### config.mk
export PLATFORM = sky130hd
export DESIGN_NAME = spi_ram_ctrl_flat
export DESIGN_NICKNAME = d
export VERILOG_FILES = /design/src/rtl/spi_ram_ctrl_if.sv /design/src/rtl/spi_ram_ctrl.sv /design/src/flat_wrapper.sv
export SDC_FILE = /design/constraint.sdc
export NUM_CORES = 2
export LEC_CHECK = 0
export BUFFER_PORTS_ARGS = -buffer_cell sky130_fd_sc_hd__buf_2
export CAP_MARGIN = 10
export CORE_UTILIZATION = 50
export CTS_BUF_LIST = sky130_fd_sc_hd__clkbuf_2 sky130_fd_sc_hd__clkbuf_4 sky130_fd_sc_hd__clkbuf_8
export CTS_CLUSTER_DIAMETER = 60
export DETAILED_ROUTE_END_ITERATION = 6
export PLACE_DENSITY = 0.73
export SYNTH_ARGS = -nofsm -noshare
export SYNTH_HDL_FRONTEND = slang
export SYNTH_SLANG_ARGS = --single-unit
### constraint.sdc
create_clock -name clk -period 2.3 [get_ports clk]
set_input_delay 0.23 -clock clk [delete_from_list [all_inputs] [get_ports clk]]
set_output_delay 0.23 -clock clk [all_outputs]
set_load 0.005 [all_outputs]
### src/rtl/spi_ram_ctrl_if.sv
// Command/response bus between the SPI slave serializer and the RAM command controller.
interface spi_ram_ctrl_if;
    logic [9:0] rx_data;
    logic       rx_valid;
    logic [7:0] tx_data;
    logic       tx_valid;
    logic       cmd_err;

    // SPI slave side: delivers command words, shifts out read bytes
    modport master (
        output rx_data,
        output rx_valid,
        input  tx_data,
        input  tx_valid,
        input  cmd_err
    );

    // Controller side
    modport slave (
        input  rx_data,
        input  rx_valid,
        output tx_data,
        output tx_valid,
        output cmd_err
    );
endinterface

### src/rtl/spi_ram_ctrl.sv
// Decodes 10-bit SPI command words into write/read accesses of an internal byte RAM
// and returns read bytes, held valid for a fixed number of cycles, for MISO shift-out.
module spi_ram_ctrl #(
    parameter int unsigned MEM_DEPTH = 256,
    parameter int unsigned ADDR_SIZE = 8,
    parameter int unsigned AUTO_INC  = 1,
    parameter int unsigned TX_HOLD   = 8
) (
    input  logic           clk,
    input  logic           rst_n,
    spi_ram_ctrl_if.slave  bus
);

    localparam int unsigned CNT_W = $clog2(TX_HOLD + 1);

    localparam logic [1:0] S_IDLE    = 2'd0;
    localparam logic [1:0] S_RD_WAIT = 2'd1;
    localparam logic [1:0] S_TX      = 2'd2;

    localparam logic [1:0] OP_WR_ADDR = 2'b00;
    localparam logic [1:0] OP_WR_DATA = 2'b01;
    localparam logic [1:0] OP_RD_ADDR = 2'b10;
    localparam logic [1:0] OP_RD_DATA = 2'b11;

    logic [7:0]           mem [MEM_DEPTH];

    logic [1:0]           state_q,    state_d;
    logic [ADDR_SIZE-1:0] wr_addr_q,  wr_addr_d;
    logic [ADDR_SIZE-1:0] rd_addr_q,  rd_addr_d;
    logic [CNT_W-1:0]     cnt_q,      cnt_d;
    logic                 rx_valid_q, rx_valid_d;
    logic [7:0]           tx_data_q,  tx_data_d;
    logic                 tx_valid_q, tx_valid_d;
    logic                 cmd_err_q,  cmd_err_d;

    logic                 accept_c;
    logic                 rd_armed_c;
    logic                 mem_we_c;
    logic [ADDR_SIZE-1:0] mem_waddr_c;
    logic [7:0]           mem_wdata_c;
    logic [1:0]           op_c;
    logic [ADDR_SIZE-1:0] payload_c;

    // Command decode, sequencing FSM and tx hold countdown
    always_comb begin
        rx_valid_d  = bus.rx_valid;
        state_d     = state_q;
        wr_addr_d   = wr_addr_q;
        rd_addr_d   = rd_addr_q;
        tx_data_d   = tx_data_q;
        cmd_err_d   = 1'b0;
        mem_we_c    = 1'b0;
        mem_waddr_c = wr_addr_q;
        mem_wdata_c = bus.rx_data[7:0];
        op_c        = bus.rx_data[9:8];
        payload_c   = bus.rx_data[ADDR_SIZE-1:0];
        accept_c    = bus.rx_valid & ~rx_valid_q;
        rd_armed_c  = (state_q == S_RD_WAIT);
        cnt_d       = (cnt_q != '0) ? cnt_q - CNT_W'(1) : cnt_q;

        if (state_q == S_TX && cnt_d == '0) begin
            state_d = S_IDLE;
        end

        if (accept_c) begin
            case (op_c)
                OP_WR_ADDR: wr_addr_d = payload_c;
                OP_WR_DATA: begin
                    mem_we_c = 1'b1;
                    if (AUTO_INC != 0) begin
                        wr_addr_d = wr_addr_q + ADDR_SIZE'(1);
                    end
                end
                OP_RD_ADDR: begin
                    rd_addr_d = payload_c;
                    state_d   = S_RD_WAIT;
                end
                OP_RD_DATA: begin
                    if (rd_armed_c) begin
                        tx_data_d = mem[rd_addr_q];
                        cnt_d     = CNT_W'(TX_HOLD);
                        state_d   = S_TX;
                    end else begin
                        cmd_err_d = 1'b1;
                    end
                end
                default: ;
            endcase
        end

        tx_valid_d = (cnt_d != '0);
    end

    always_ff @(posedge clk or negedge rst_n) begin
        if (!rst_n) begin
            state_q    <= S_IDLE;
            wr_addr_q  <= '0;
            rd_addr_q  <= '0;
            cnt_q      <= '0;
            rx_valid_q <= 1'b0;
            tx_data_q  <= '0;
            tx_valid_q <= 1'b0;
            cmd_err_q  <= 1'b0;
        end else begin
            state_q    <= state_d;
            wr_addr_q  <= wr_addr_d;
            rd_addr_q  <= rd_addr_d;
            cnt_q      <= cnt_d;
            rx_valid_q <= rx_valid_d;
            tx_data_q  <= tx_data_d;
            tx_valid_q <= tx_valid_d;
            cmd_err_q  <= cmd_err_d;
        end
    end

    // RAM has no reset; writes are suppressed while reset is asserted
    always_ff @(posedge clk) begin
        if (rst_n && mem_we_c) begin
            mem[mem_waddr_c] <= mem_wdata_c;
        end
    end

    assign bus.tx_data  = tx_data_q;
    assign bus.tx_valid = tx_valid_q;
    assign bus.cmd_err  = cmd_err_q;

endmodule

### src/flat_wrapper.sv
// flat-port wrapper written by rule: the top's interface ports become plain ports
module spi_ram_ctrl_flat 
#(
    parameter int unsigned MEM_DEPTH = 256,
    parameter int unsigned ADDR_SIZE = 8,
    parameter int unsigned AUTO_INC  = 1,
    parameter int unsigned TX_HOLD   = 8
)
  (clk, rst_n, bus_rx_data, bus_rx_valid, bus_tx_data, bus_tx_valid, bus_cmd_err);
  spi_ram_ctrl_if bus_i ();
  input  logic clk;
  input  logic rst_n;
  input wire logic [$bits(bus_i.rx_data)-1:0] bus_rx_data;
  input wire logic [$bits(bus_i.rx_valid)-1:0] bus_rx_valid;
  output wire logic [$bits(bus_i.tx_data)-1:0] bus_tx_data;
  output wire logic [$bits(bus_i.tx_valid)-1:0] bus_tx_valid;
  output wire logic [$bits(bus_i.cmd_err)-1:0] bus_cmd_err;
  assign bus_i.rx_data = bus_rx_data;
  assign bus_i.rx_valid = bus_rx_valid;
  assign bus_tx_data = bus_i.tx_data;
  assign bus_tx_valid = bus_i.tx_valid;
  assign bus_cmd_err = bus_i.cmd_err;
  spi_ram_ctrl #(.MEM_DEPTH(MEM_DEPTH), .ADDR_SIZE(ADDR_SIZE), .AUTO_INC(AUTO_INC), .TX_HOLD(TX_HOLD)) u_core (.clk(clk), .rst_n(rst_n), .bus(bus_i));
endmodule
* After elaboration in Yosys (flattened, before gate mapping) *
Memory sizes are Yosys's and may differ from the RTL's. A register that Yosys moved wholly into a read port is not among the register bits.
Index checks and enable logic that the tools add are counted.

word-level totals
  register bits after elaboration = 25
  bits in writable memories = 2048
  logic and storage cells = 44
  memories = 1
  output and inout port bits = 10

memories
  name        words  width  read ports  clocked after memory_dff  write ports  RTL line            text
  u_core.mem  256    8      1           1                         1            spi_ram_ctrl.sv:25  logic [7:0] mem [MEM_DEPTH];

cells by class
  add/subtract/negate cells = 2
  reductions and logical operators = 11
  equality and inequality tests = 5
  multiplexer cells = 16
  bitwise gates (word level) = 2

operators with widths
  operator                                           number
  two-way mux 4 bit                                  4
  one-hot mux 8 bit (2 select lines)                 1
  adder 8 x 1 -> 8 bit (second input constant)       1
  nonzero test 4 bit                                 2
  two-way mux 1 bit                                  7
  == test 2 bit (second input constant)              3
  two-way mux 2 bit                                  3
  == test 2 x 1 -> 1 bit (second input constant)     2
  zero test 4 bit                                    1
  one-hot mux 2 bit (2 select lines)                 1
  AND reduction 2 bit                                2
  subtractor 4 x 1 -> 4 bit (second input constant)  1
  AND reduction 3 bit                                1
  logical AND 1 bit                                  2
  zero test 2 bit                                    1
  nonzero test 2 bit                                 1
  AND 1 bit                                          1
  zero test 1 bit                                    1
  NOT 1 bit                                          1

* Longest topological paths before layout *
  word-level depth = 8
  depth in mapped cells = 12
  depth with buffers taken out = 7

* Least setup slack after synthesis *
No wires, ideal clock.

  path kind = reg-to-reg
  start = register u_core.wr_addr_q[1], in the netlist u_core.mem_waddr_c[1]
  end = memory u_core.mem[113][0], enable pin
  required time = 1930 ps
  clock period less this slack = 2277 ps
  cell stages (with the launch flop) = 7
  slack = 23 ps
  setup time = 370 ps
  buffers on the path = 2
  arrival = 1907 ps
  cells stage by stage = dfrtp_1 inv_1 ha_1 or3b_2 buf_1 clkbuf_1 nor2_1

RTL lines
  item                      RTL line             text
  start: declaration        spi_ram_ctrl.sv:28   logic [ADDR_SIZE-1:0] wr_addr_q, wr_addr_d;
  start signal: assignment  spi_ram_ctrl.sv:106  wr_addr_q <= wr_addr_d;
  end: declaration          spi_ram_ctrl.sv:25

No word-level cell before the write port.

==> results_dict.tcl <==
set metrics [dict create \
    drt-initial-drc-count 6656 \
    fin_crit_sh_pct 127.6 \
    yosysWarnings 0 \
    crit_slowest_cell "dfrtp_4" \
    setup_viol 8 \
    ys_seq_area_share_pct 76.11 \
    r2r-start "u_core.rd_addr_q[0]$_DFFE_PN0P_" \
    synth_top_family_by_area "multiplexers" \
    critPathTopFamily "compound AO/OA/AOI/OAI gates" \
    tns_ps -4320 \
    max_freq_ghz 0.3408 \
    p_leak_nw 33.37 \
    grt_max_degree 92 \
    crit_path_end "u_core.bus.tx_data[5]$_DFFE_PN0P_" \
    grt_usage_pct 25.61 \
    die_h_um 406.7 \
    antenna_found_initial 6 \
    drv_slew 0 \
    outcome "complete, but fails checks" \
    drtPass1Iterations 6 \
    ys_async_sr_fraction_pct 1.586 \
    post_drt_wl_per_cell_um 28.17 \
    synth_cells 4138 \
    violations "negative setup slack" \
    critPathLaunchType "register" \
    portBuffers 22 \
    relSlewSlack_pct 44.37 \
    crit_cells 12 \
    overflow 0 \
    drt_wl_total_um 211700 \
    hpwl_um 133600 \
    cts_inserted_buffers 323 \
    final_cell_mix "2048 x edfxtp_1, 716 x buf_4, 362 x mux2i_1" \
    synth_xor_area_share_pct 0.01070 \
    arrival_ps 3800 \
    finClkSkew_ps 53.19 \
    vias_per_cell 6.124 \
    final_common_cell "edfxtp_1" \
    setup_ws_ps -634.3 \
    min_period_ps 2934 \
    r2r-end "u_core.bus.tx_data[5]$_DFFE_PN0P_" \
    syn_area_per_cell_um2 19.79 \
    tightest_slew_ps 834.5 \
    grt_pass1_vias 45870 \
    synthesis.nets 4156 \
    totalPowerFinal_mw 88.34 \
    rrSetupSlack_ps -630 \
    synthMuxAreaShare_pct 14.31 \
    clock_tree.root_cell "clkbuf_8" \
    cts_num_sinks 2081 \
    nets 5140 \
    synth_top_area_share_pct 75.10 \
    fp-row-count 148 \
    synthAdderAreaFrac_pct 0.07640 \
    rsz0062_at_grt "yes" \
    critical_path.max_fanout 6 \
    clk_latency_ps 1020 \
    initial_core_util_pct 50.36 \
    dieWidth_um 406.7 \
    path_clk_slew_ps 60 \
    h-tree-depth 5 \
    yosys.area_share.simple_pct 2.989 \
    end_kind "register" \
    drv_cap 0 \
    r2r_cells 12 \
    synth-compound-area-share_pct 4.155 \
    clockBufferDepth 4 \
    critPathMaxStageDelay_ps 490 \
    final_antenna_net_count 0 \
    irDropWorstVdd_mv 0.6971 \
    hold_class "in -> reg" \
    critPathKind "reg -> reg" \
    syn-cell-area_mm2 0.08189 \
    nFillCells 11020 \
    grt_pass1_wl_um 306200 \
    startpoint "u_core.rd_addr_q[0]$_DFFE_PN0P_" \
    yosys_register_bits 2081 \
    synth-edff-count 2048 \
    ys_top_cells_by_area "edfxtp_1 75%, mux4_2 6.9%, mux2i_1 4.6%, mux4_1 2.7%, nor2_1 1.3%" \
    areaGrowthSynthToFinish_pct 20.77 \
    worstPathCellList "buf_4 > bufbuf_16 > buf_12 > buf_12 > mux2i_1 > o22ai_1 > a211oi_1 > buf_4 > a22oi_2 > a21oi_2 > o31a_1 > o31ai_1" \
    gp_congestion 0.9062 \
    core-area_mm2 0.1626 \
    cts_tree "yes" \
    vias 46030 \
    drc 0 \
    required_ps 3160 \
    path_buf_inv 5 \
    synth_flop_cell "edfxtp_1" \
    synth_area_leader_cell "edfxtp_1" \
    die-area_mm2 0.1654 \
    yosys.cell_types.count 73 \
    p_per_area_mw_per_mm2 893.2 \
    io-pin-count 23 \
    layout-drive-gt1-share_pct 35.13 \
    finalHoldViolCount 0 \
]
==> cell type report <==
class                      instances  area (µm²)  area share [%]
clock inverter                   115       676.9          0.6845
antenna                            3       7.507        0.007591
tap                             2175        2721           2.752
sequential                      2081       62340           63.03
multi-input combinational       1800       19060           19.27
clock buffer                     426        5263           5.321
inverter                          10       43.79         0.04428
timing repair buffer             906        8790           8.888
==> repair_timing <==
| item | 4_1_cts | 5_1_grt |
|---|---|---|
| setup endpoints to repair | 8 | 834 |
| hold buffers | 15 | 0 |
| cloned | 16 | 1 |
| pin swaps | 79 | 50 |
| gates resized for setup | 292 | 121 |
| hold endpoints to repair | 1081 | 0 |
| setup buffers | 40 | 21 |
==> synthesized netlist by cell type (all sizes together) (24+ instances only) <==
| cell type | instances |
|---|---|
| mux4 | 335 |
| o21ai | 64 |
| nor2 | 284 |
| dfrtp | 33 |
| o22ai | 130 |
| a22oi | 30 |
| a221oi | 24 |
| o221ai | 55 |
| edfxtp | 2048 |
| nor3 | 24 |
| buf | 147 |
| clkbuf | 99 |
| nand2 | 154 |
| a211oi | 46 |
| mux2i | 380 |
| nand3 | 27 |
| a21oi | 92 |
==> per-stage QoR <==
step           std cells  util, %  worst slack (ps)  hold slack, ps  area [µm²]
2_1_floorplan       4138        -             22.78          -65.59       81890
3_3_place_gp        6889    55.43             -1188           416.0       90110
3_5_place_dp        6889    55.43             -1138           416.1       90110
4_1_cts             7496    60.41            -505.4           109.8       98220
5_1_grt             7514    60.82            -654.2           158.1       98890
6_report            7516    60.83            -634.3           179.5       98900
==> report_power, final <==
part / total, mW / switching, mW / internal, mW
clock network: 29.2 / 13.7 / 15.5
logic: 17.0 / 9.26 / 7.75
registers: 42.2 / 0.363 / 41.8
total: 88.3 / 23.3 / 65.0
==> state kept, by name, indices dropped and copies added, names as in the netlist <==
name	count
u_core.bus.cmd_err	1
u_core.bus.tx_data	8
u_core.bus.tx_valid	1
u_core.cnt_q	4
u_core.mem	2048
u_core.mem_waddr_c	8
u_core.rd_addr_q	8
u_core.rx_valid_q	1
u_core.state_q	2
==> metal layers <==
layer / vias to the layer above / part of all wire (%) / global-route usage, %
met1: 23640 / 38 / 34.93
li1: 19090 / - / -
met5: - / 0.026 / 0
met4: 10 / 4.1 / 10.06
met3: 528 / 9.9 / 5.736
met2: 2764 / 48 / 40.29
==> kinds of logic (layout without fill, tap and decap cells) <==
logic type      Yosys count  after routing
compound gates          505            505
other cells               0              3
fa+ha+maj                 5              5
flops                  2081           2081
simple gates            569            569
mux                     720            720
buf+inv                 257           1457
xor+xnor                  1              1
==> how the worst min path moves through the flow <==
| stage | endpoint | slack (ps) | depth (start not counted) | from |
|---|---|---|---|---|
| final | u_core.mem[5][2]$_DFFE_PP_ | 180 | 2 | bus_rx_data[2] |
| after global placement | u_core.rx_valid_q$_DFF_PN0_ | 420 | 1 | bus_rx_valid |
| after global routing | u_core.mem[5][2]$_DFFE_PP_ | 160 | 2 | bus_rx_data[2] |
| after detailed placement | u_core.rx_valid_q$_DFF_PN0_ | 420 | 1 | bus_rx_valid |
| after floorplan | u_core.bus.cmd_err$_DFF_PN0_ | -70 | 0 | rst_n |
| after CTS | u_core.mem[5][2]$_DFFE_PP_ | 110 | 2 | bus_rx_data[2] |
(Power assumes the default switching activity.)
